[config.mk]
export PLATFORM = sky130hd
export DESIGN_NAME = avalon_multi_distance_interface
export DESIGN_NICKNAME = d
export VERILOG_FILES = /design/src/rtl/avalon_multi_distance_interface.sv
export SDC_FILE = /design/constraint.sdc
export NUM_CORES = 1
export LEC_CHECK = 0
export CAP_MARGIN = 20
export CORE_MARGIN = 1
export CORE_UTILIZATION = 30
export DETAILED_ROUTE_END_ITERATION = 12
export GPL_ROUTABILITY_DRIVEN = 0
export GPL_TIMING_DRIVEN = 0
export SYNTH_ARGS = -nofsm -noshare
export SYNTH_HDL_FRONTEND = slang
export SYNTH_SLANG_ARGS = --single-unit
[constraint.sdc]
create_clock -name clk -period 4.9 [get_ports clk]
set_input_delay 0.98 -clock clk [delete_from_list [all_inputs] [get_ports clk]]
set_output_delay 0.98 -clock clk [all_outputs]
set_load 0.02 [all_outputs]
[src/rtl/avalon_multi_distance_interface.sv]
`default_nettype none
// ============================================================================
// Module   : avalon_multi_distance_interface
// Purpose  : Round-robin multi-channel ultrasonic ranger behind an Avalon
//            register window (distance, status, threshold, car count).
// Revision : 1.0  initial release
// ============================================================================
module avalon_multi_distance_interface #(
    parameter int          NUM_CH         = 4,
    parameter logic [15:0] BASE_ADDR      = 16'h0900,
    parameter int          TRIG_CYCLES    = 500,
    parameter int          TIMEOUT_CYCLES = 1500000,
    parameter int          GAP_CYCLES     = 3000000,
    parameter int          CNT_W          = 24,
    parameter int          SHIFT          = 4,
    parameter logic [15:0] THRESH_DEFAULT = 16'h0100
) (
    input  logic              clk,
    input  logic              reset_l,
    input  logic [15:0]       address,
    input  logic              io_select,
    input  logic              write_en,
    input  logic [15:0]       write_data,
    input  logic [NUM_CH-1:0] echo,
    output logic [NUM_CH-1:0] trigger,
    output logic [15:0]       read_data,
    output logic              meas_done
);
    localparam int CH_W = (NUM_CH > 1) ? $clog2(NUM_CH) : 1;
    localparam logic [CNT_W-1:0] TRIG_LAST = CNT_W'(TRIG_CYCLES - 1);
    localparam logic [CNT_W-1:0] TO_LAST   = CNT_W'(TIMEOUT_CYCLES - 1);
    localparam logic [CNT_W-1:0] GAP_LAST  = CNT_W'(GAP_CYCLES - 1);

    typedef enum logic [2:0] {
        S_IDLE      = 3'd0,
        S_TRIG      = 3'd1,
        S_WAIT_RISE = 3'd2,
        S_MEASURE   = 3'd3,
        S_GAP       = 3'd4
    } state_t;

    state_t            state_q;
    logic [CH_W-1:0]   cur_ch_q;
    logic [CNT_W-1:0]  cnt_q;
    logic [NUM_CH-1:0] sync1_q, sync2_q, prev_q;
    logic [NUM_CH-1:0] trigger_q, ctrl_q, new_q, car_q, valid_q, tout_q;
    logic [15:0]       dist_q   [NUM_CH];
    logic [15:0]       thresh_q [NUM_CH];
    logic [15:0]       count_q  [NUM_CH];
    logic [15:0]       read_data_q;
    logic              meas_done_q;

    logic [CH_W-1:0]   nxt_ch_d;
    logic              nxt_ok_d;
    logic              echo_s_d, rise_d, rec_d, rec_to_d, car_d;
    logic [31:0]       shifted_d;
    logic [15:0]       res_dist_d;
    logic [15:0]       off_d, rdata_d;
    logic [CH_W-1:0]   a_ch_d;
    logic              in_ch_d, is_ctrl_d, is_new_d, rd_d, wr_d;

    // Next enabled channel strictly after the current pointer, wrapping.
    always_comb begin
        nxt_ok_d = 1'b0;
        nxt_ch_d = cur_ch_q;
        for (int k = 1; k <= NUM_CH; k++) begin
            if (!nxt_ok_d && ctrl_q[CH_W'((int'(cur_ch_q) + k) % NUM_CH)]) begin
                nxt_ok_d = 1'b1;
                nxt_ch_d = CH_W'((int'(cur_ch_q) + k) % NUM_CH);
            end
        end
    end

    assign echo_s_d   = sync2_q[cur_ch_q];
    assign rise_d     = sync2_q[cur_ch_q] & ~prev_q[cur_ch_q];
    assign shifted_d  = 32'(cnt_q) >> SHIFT;
    assign res_dist_d = rec_to_d ? 16'hFFFF :
                        (shifted_d > 32'h0000_FFFF) ? 16'hFFFF : shifted_d[15:0];
    assign car_d      = !rec_to_d && (res_dist_d < thresh_q[cur_ch_q]);

    always_comb begin
        rec_d    = 1'b0;
        rec_to_d = 1'b0;
        case (state_q)
            S_WAIT_RISE: if (!rise_d && cnt_q == TO_LAST) begin
                rec_d    = 1'b1;
                rec_to_d = 1'b1;
            end
            S_MEASURE: begin
                if (!echo_s_d) begin
                    rec_d = 1'b1;
                end else if (cnt_q == TO_LAST) begin
                    rec_d    = 1'b1;
                    rec_to_d = 1'b1;
                end
            end
            default: ;
        endcase
    end

    assign off_d     = address - BASE_ADDR;
    assign in_ch_d   = off_d < 16'(16 * NUM_CH);
    assign a_ch_d    = off_d[CH_W+3:4];
    assign is_ctrl_d = off_d == 16'h0100;
    assign is_new_d  = off_d == 16'h0104;
    assign rd_d      = io_select & ~write_en;
    assign wr_d      = io_select & write_en;

    always_comb begin
        rdata_d = '0;
        if (in_ch_d) begin
            case (off_d[3:0])
                4'h0:    rdata_d = dist_q[a_ch_d];
                4'h4:    rdata_d = {14'b0, tout_q[a_ch_d], valid_q[a_ch_d]};
                4'h8:    rdata_d = thresh_q[a_ch_d];
                4'hC:    rdata_d = count_q[a_ch_d];
                default: rdata_d = '0;
            endcase
        end else if (is_ctrl_d) begin
            rdata_d[NUM_CH-1:0] = ctrl_q;
        end else if (is_new_d) begin
            rdata_d[NUM_CH-1:0] = new_q;
        end
    end

    // Statement order matters: NEW read-clear precedes the record (set wins),
    // and the COUNT write-clear follows it (clear wins).
    always_ff @(posedge clk) begin
        if (!reset_l) begin
            state_q     <= S_IDLE;
            cur_ch_q    <= CH_W'(NUM_CH - 1);
            cnt_q       <= '0;
            sync1_q     <= '0;
            sync2_q     <= '0;
            prev_q      <= '0;
            trigger_q   <= '0;
            ctrl_q      <= '1;
            new_q       <= '0;
            car_q       <= '0;
            valid_q     <= '0;
            tout_q      <= '0;
            read_data_q <= '0;
            meas_done_q <= 1'b0;
            for (int i = 0; i < NUM_CH; i++) begin
                dist_q[i]   <= '0;
                thresh_q[i] <= THRESH_DEFAULT;
                count_q[i]  <= '0;
            end
        end else begin
            sync1_q     <= echo;
            sync2_q     <= sync1_q;
            prev_q      <= sync2_q;
            meas_done_q <= 1'b0;

            if (rd_d) begin
                read_data_q <= rdata_d;
                if (is_new_d) new_q <= '0;
            end

            case (state_q)
                S_IDLE: if (nxt_ok_d) begin
                    cur_ch_q  <= nxt_ch_d;
                    trigger_q <= NUM_CH'(1) << nxt_ch_d;
                    cnt_q     <= '0;
                    state_q   <= S_TRIG;
                end
                S_TRIG: begin
                    if (cnt_q == TRIG_LAST) begin
                        trigger_q <= '0;
                        cnt_q     <= '0;
                        state_q   <= S_WAIT_RISE;
                    end else begin
                        cnt_q <= cnt_q + CNT_W'(1);
                    end
                end
                S_WAIT_RISE: begin
                    if (rise_d) begin
                        cnt_q   <= '0;
                        state_q <= S_MEASURE;
                    end else begin
                        cnt_q <= cnt_q + CNT_W'(1);
                    end
                end
                S_MEASURE: cnt_q <= cnt_q + CNT_W'(1);
                S_GAP: begin
                    if (cnt_q == GAP_LAST) begin
                        state_q <= S_IDLE;
                    end else begin
                        cnt_q <= cnt_q + CNT_W'(1);
                    end
                end
                default: state_q <= S_IDLE;
            endcase

            if (rec_d) begin
                dist_q[cur_ch_q]  <= res_dist_d;
                valid_q[cur_ch_q] <= 1'b1;
                tout_q[cur_ch_q]  <= rec_to_d;
                new_q[cur_ch_q]   <= 1'b1;
                car_q[cur_ch_q]   <= car_d;
                meas_done_q       <= 1'b1;
                if (car_d && !car_q[cur_ch_q] && count_q[cur_ch_q] != 16'hFFFF)
                    count_q[cur_ch_q] <= count_q[cur_ch_q] + 16'd1;
                cnt_q   <= '0;
                state_q <= S_GAP;
            end

            if (wr_d) begin
                if (in_ch_d && off_d[3:0] == 4'h8) thresh_q[a_ch_d] <= write_data;
                if (in_ch_d && off_d[3:0] == 4'hC) count_q[a_ch_d]  <= '0;
                if (is_ctrl_d) ctrl_q <= write_data[NUM_CH-1:0];
            end
        end
    end

    assign trigger   = trigger_q;
    assign read_data = read_data_q;
    assign meas_done = meas_done_q;

endmodule
`default_nettype wire

; ---- After elaboration in Yosys (flattened, before gate mapping)
; Memories as Yosys holds them, arrays and structs flattened. A register that Yosys moved wholly into a read port is not among the register bits.
; Cells that the tools add are included.
[totals]
regBits = 82
ramBits = 192
inputBits = 40
elab_cells = 196
n_memories = 3
[mem_list]
columns = name, words, width, rd, rd_ports_with_merged_regs, wr, line
row1 = count_q, 4, 16, 2, 1, 4, 49  ; logic [15:0] count_q [NUM_CH];
row2 = dist_q, 4, 16, 1, 0, 4, 47  ; logic [15:0] dist_q [NUM_CH];
row3 = thresh_q, 4, 16, 2, 1, 4, 48  ; logic [15:0] thresh_q [NUM_CH];
[op_classes]
addsub = 7
magnitude_cmp = 10
eq_ne = 23
n_shift = 1
n_mux = 97
bitwise_logic = 9
reduce_logical = 31
[ops]
columns = op, n
row1 = 24-bit one-hot mux with 5 select lines, 1
row2 = 16-bit two-way mux, 6
row3 = 24-bit two-way mux, 4
row4 = 16-bit one-hot mux with 4 select lines, 1
row5 = 16-bit OR reduction, 4
row6 = 1-bit two-way mux, 42
row7 = 4-bit two-way mux, 9
row8 = 16-bit by 9-bit == test with 1-bit output (second input constant), 2
row9 = 24-bit by 1-bit adder with 24-bit output (second input constant), 1
row10 = 24-bit by 21-bit == test with 1-bit output (second input constant), 1
row11 = 24-bit by 22-bit == test with 1-bit output (second input constant), 1
row12 = 24-bit by 9-bit == test with 1-bit output (second input constant), 1
row13 = 2-bit two-way mux, 12
row14 = 20-bit by 16-bit greater-than comparator with 1-bit output (second input constant), 1
row15 = 1-bit binary-select mux with 2-bit select, 9
row16 = 16-bit by 1-bit adder with 16-bit output (second input constant), 1
row17 = 16-bit less-than comparator, 1
row18 = 16-bit by 7-bit less-than comparator with 1-bit output (second input constant), 1
row19 = 2-bit by 4-bit less-than comparator with 1-bit output (second input constant), 4
row20 = 16-bit inequality test (second input constant), 1
row21 = 16-bit by 12-bit subtractor with 16-bit output (second input constant), 1
row22 = 3-bit two-way mux, 5
row23 = 3-bit one-hot mux with 5 select lines, 1
row24 = 12-bit two-way mux, 1
row25 = 29 further kinds, 67

; ---- Longest topological paths before layout
; Gate-level depths: netlist of run 1.
[depth]
ltp_word = 19
mapped_depth = 15
ltp_nobuf = 11

; ---- Worst setup path after synthesis of run 1
; Ideal clock, no wire load.
[synth_timing]
path_type = register to register
from = register (tool-made name)
to = memory count_q[2][15]
setup_ns = 0.146
t_arrival_ns = 3.943
required_ns = 4.754
setup_slack_ns = 0.811
path_stages_with_launch = 16
n_path_buf = 5
synth_period_minus_slack_ns = 4.089
path_cell_list = dfxtp_1 -> buf_4 -> buf_4 -> buf_1 -> mux4_2 -> inv_1 -> ha_1 -> a21o_1 -> a21o_1 -> a221oi_1 -> nand3_4 -> or4_1 -> buf_2 -> buf_6 -> nand3_2 -> a21oi_1
[synth_rtl]
columns = item, line
row1 = "end, declared", 49

==> results of run 1 <==
-- what timing repair did --
action,CTS,global route
pin swaps,0,0
cloned,0,0
setup endpoints to repair,24,31
gates resized for setup,2,1
-- worst max-delay path by stage --
stage	startpoint	end	slack (ns)
final	cnt_q[20]	count_q[0][14]	0.46
after detailed placement	flop	count_q[2][15]	-0.22
after CTS	flop	count_q[2][11]	0.07
after global placement	address[14]	thresh_q[2][11]	-1.29
after global routing	cnt_q[20]	count_q[0][9]	0.18
after floorplan	flop	count_q[2][15]	0.81
-- area by class of cell --
class	count	area (µm²)
inverters	50	188
clock buffers	43	821
plain buffers	77	362
multi-input cells	857	6700
well taps	600	751
repair buffers	62	641
fillers	4473	29400
clock inverters	15	144
flip-flops and latches	276	6810
-- synthesized netlist by cell type (3+ instances only) --
master	n	area share, %
nor2_1	193	5.2
dfxtp_1	148	21
edfxtp_1	128	27
nand2_1	100	2.7
mux4_2	88	14
a21oi_1	70	2.5
inv_1	48	1.3
clkbuf_1	44	1.2
and2_1	34	1.5
nand3_1	34	1.2
and3_1	24	1.1
nand4_1	24	1.1
xor2_1	22	1.4
buf_2	21	0.75
ha_1	21	1.9
mux2_2	20	1.6
nand3_2	20	1.4
a22o_1	15	0.94
a22oi_1	15	0.80
nand2b_1	14	0.62
nor3_1	13	0.46
mux2i_1	12	0.86
xnor2_1	12	0.75
nand3b_1	10	0.53
a21oi_2	9	0.56
buf_1	9	0.24
nor2b_1	9	0.40
o21ai_0	8	0.29
o22ai_1	8	0.36
o211ai_1	6	0.32
a32o_1	5	0.36
nor4_1	5	0.22
nor4b_1	5	0.31
o2bb2ai_1	5	0.31
or2_2	5	0.22
or4_1	5	0.27
and4_1	4	0.25
a21o_1	3	0.16
or3_1	3	0.13
-- stage by stage --
stage,power [µW],instances
global route,5360,1980
floorplan,2820,1262
finish,5220,1980
detailed placement,3000,1924
global placement,2990,1920
CTS,5240,1981
-- power by group through the flow --
stage	Combinational, µW	Sequential (µW)	Clock (µW)
2_1_floorplan	275	2540	0
3_3_place_gp	437	2550	0
3_5_place_dp	447	2550	0
4_1_cts	448	2500	2290
5_1_grt	473	2510	2380
6_report	445	2500	2270
-- per-layer routing --
layer	share of wire, %	global-route usage (%)	routed length [µm]	up-vias
met4	3.1	6.18	1300	0
met3	6.4	2.48	2690	75
met5	0	0	0	-
li1	-	-	-	4814
met2	48	29.9	20400	402
met1	42	23.2	17900	5327
-- critical path, stage by stage (launching register included) --
cell and delay [ns]:
dfxtp_1 0.37, or4_1 0.51, clkbuf_1 0.21, clkbuf_1 0.26, nor2_1 0.46, inv_1 0.10
ha_1 0.33, a21oi_1 0.13, o21ai_0 0.13, a221oi_2 0.44, nand3_4 0.23, nor3_2 0.59
buf_2 0.39, nand2_1 0.09, a21oi_1 0.14
-- cells by family after synthesis --
kind of cell / count (synthesis) / synth area share (%)
and+or+nand+nor: 522 / 19.2
xor gates and xnor gates: 34 / 2.12
muxes: 121 / 16.7
adders and majority gates: 21 / 1.87
DFF: 276 / 48.5
AOI/OAI and AO/OA: 159 / 7.71
buffers and inverters: 129 / 3.91
-- sequential cells by signal, summed over array words and instances, names as in the netlist, 16 cells and up, named ones only --
register	count
cnt_q	24
thresh_q	64
read_data	16
count_q	64
dist_q	64
-- layout by cell type, fill, tap and decap left out, types with 21 or more instances in the layout --
cell             instances
a21oi_1                 70
and2_1                  34
and3_1                  24
buf_2                   21
clkbuf_1                55
clkbuf_16               31
clkdlybuf4s50_1         58
dfxtp_1                148
edfxtp_1               128
ha_1                    21
inv_1                   48
mux4_2                  88
nand2_1                100
nand3_1                 34
nand4_1                 24
nor2_1                 193
xor2_1                  22
==> key figures, run 1 <==
Synthesis
  • Proportion of synthesized chip area in sequential cells: a little under 50%
  • Ys async rst share: 0%
  • Synth Flop Type: dfxtp_1
  • Flop and latch count out of synthesis: ~280
  • Post-synth EDFFs: roughly 130
  • Syn avg cell area: around 11 µm²
  • Yosys Warn Count: 0
  • Synth unique cells: 76
  • Cells after synthesis: between 1000 and 1500
  • Synth Cell Area: 14000 µm²
  • Syn Nets: roughly 1300

Routing
  • Final ANT Viol Nets: 0
  • Violation count after the first detailed-routing iteration: about 880
  • Residual DRC: 0
  • Drt pass-1 iters: 5
  • DR WL/cell: ~21 µm
  • Final WL: 42.3 mm
  • Via density: roughly 5.4
  • DR vias: approximately 11000

Critical path
  • FF-to-FF path depth: 14
  • WP data required: around 5.4 ns
  • R2R Setup Slk: 0.46 ns
  • Reg2reg end: count_q[0][14]
  • Crit start category: flop
  • Critical path endpoint category: flop
  • FF-to-FF Start: cnt_q[20]
  • WP data arrival: roughly 5.0 ns
  • Setup CP Type: flop to flop
  • Max FO, Critical Path: 10

Timing
  • Fmax: 225 MHz
  • Min cycle time layout: 4.44 ns
  • Period Utilization, post-route: approximately 91%
  • Worst slew pin tran: roughly 1.1 ns
  • RSZ-0062 raised after global routing: false
  • Post-route setup slack: 0.460 ns
  • Worst slew margin: about a quarter
  • Final Hold Viols: 0
  • Hold Worst Slack: 0.435 ns
  • Endpoints failing setup: 0
  • Pins Over Slew Limit: 0
  • Worst Skew: approximately 0.035 ns
  • Setup TNS: 0 ns

Global routing
  • Antenna violations before repair: 2
  • Largest net degree at the start of global routing: 20
  • Total track usage: approximately 18%
  • Grt ovf: 0
  • Vias in the first global route: around 10000
  • First-pass GRT wire length: 63.8 mm

Power and ir drop
  • Peak VDD IR: 208 µV
  • Seq pwr share: a little under half
  • Gate power share: roughly 8.5%
  • Int Pwr: about 4000 µW
  • Switch Pwr: 1240 µW
  • Clock share of power: 43.5%
  • Sw Share: 23.7%
  • Leakage: 0.00573 µW
  • Power Density: roughly 320 nW/µm²

Job
  • Max_cap viols: 0

Clock tree
  • Htree depth: 1
  • TritonCTS buffer count: 31
  • CTS tree: done
  • Later-pin clock latency in the skew report: around 0.58 ns
  • Clock Root Buffer: clkbuf_16
  • Sink Count: roughly 280
  • Clk slew on worst S/H paths: around 0.060 ns
  • Post-CTS setup buffer count: 0
  • Hold Buf Count CTS: 0
  • Clock buffer depth: 3

Placed design
  • Post-DP Area: about 15000 µm²
  • PortBufs: between 50 and 60
  • Post-place setup slack: -0.217 ns
  • Detail Placement HPWL: roughly 31 mm

Floorplanning
  • Die area: around 48000 µm²
  • Die width: between 200 and 250 µm
  • Core area: around 46000 µm²
  • I/O Pins: just over 60
  • # rows: 78
  • Starting Density: a little under a third
  • DIE HEIGHT: 218 µm

Final layout
  • Syn-to-layout area delta: 16.9%
  • Final std cell area, no fill: around 16000 µm²
  • Final Util: 35.9%
  • N_diodes: 0
  • Nets: 1416
  • Fraction of layout cells with a size suffix above 1: between 10% and 20%

Status
  • Run status: completed

Hold path
  • Hold Path Cell Cnt: 1
  • WHS Endpoint: sync2_q[3]
  • Hold Crit Class: flop to flop
  • Hold path startpoint: sync1_q[3]
No activity file was read; power rests on OpenSTA's default activity.
==> run 2: changes to the inputs <==
==> constraint.sdc (replaced) <==
create_clock -name clk -period 4.9 [get_ports clk]
set_input_delay 0.49 -clock clk [delete_from_list [all_inputs] [get_ports clk]]
set_output_delay 0.49 -clock clk [all_outputs]
set_load 0.02 [all_outputs]
==> results of run 2 <==
Final layout, timing and power as in run 1 (identical DEF).
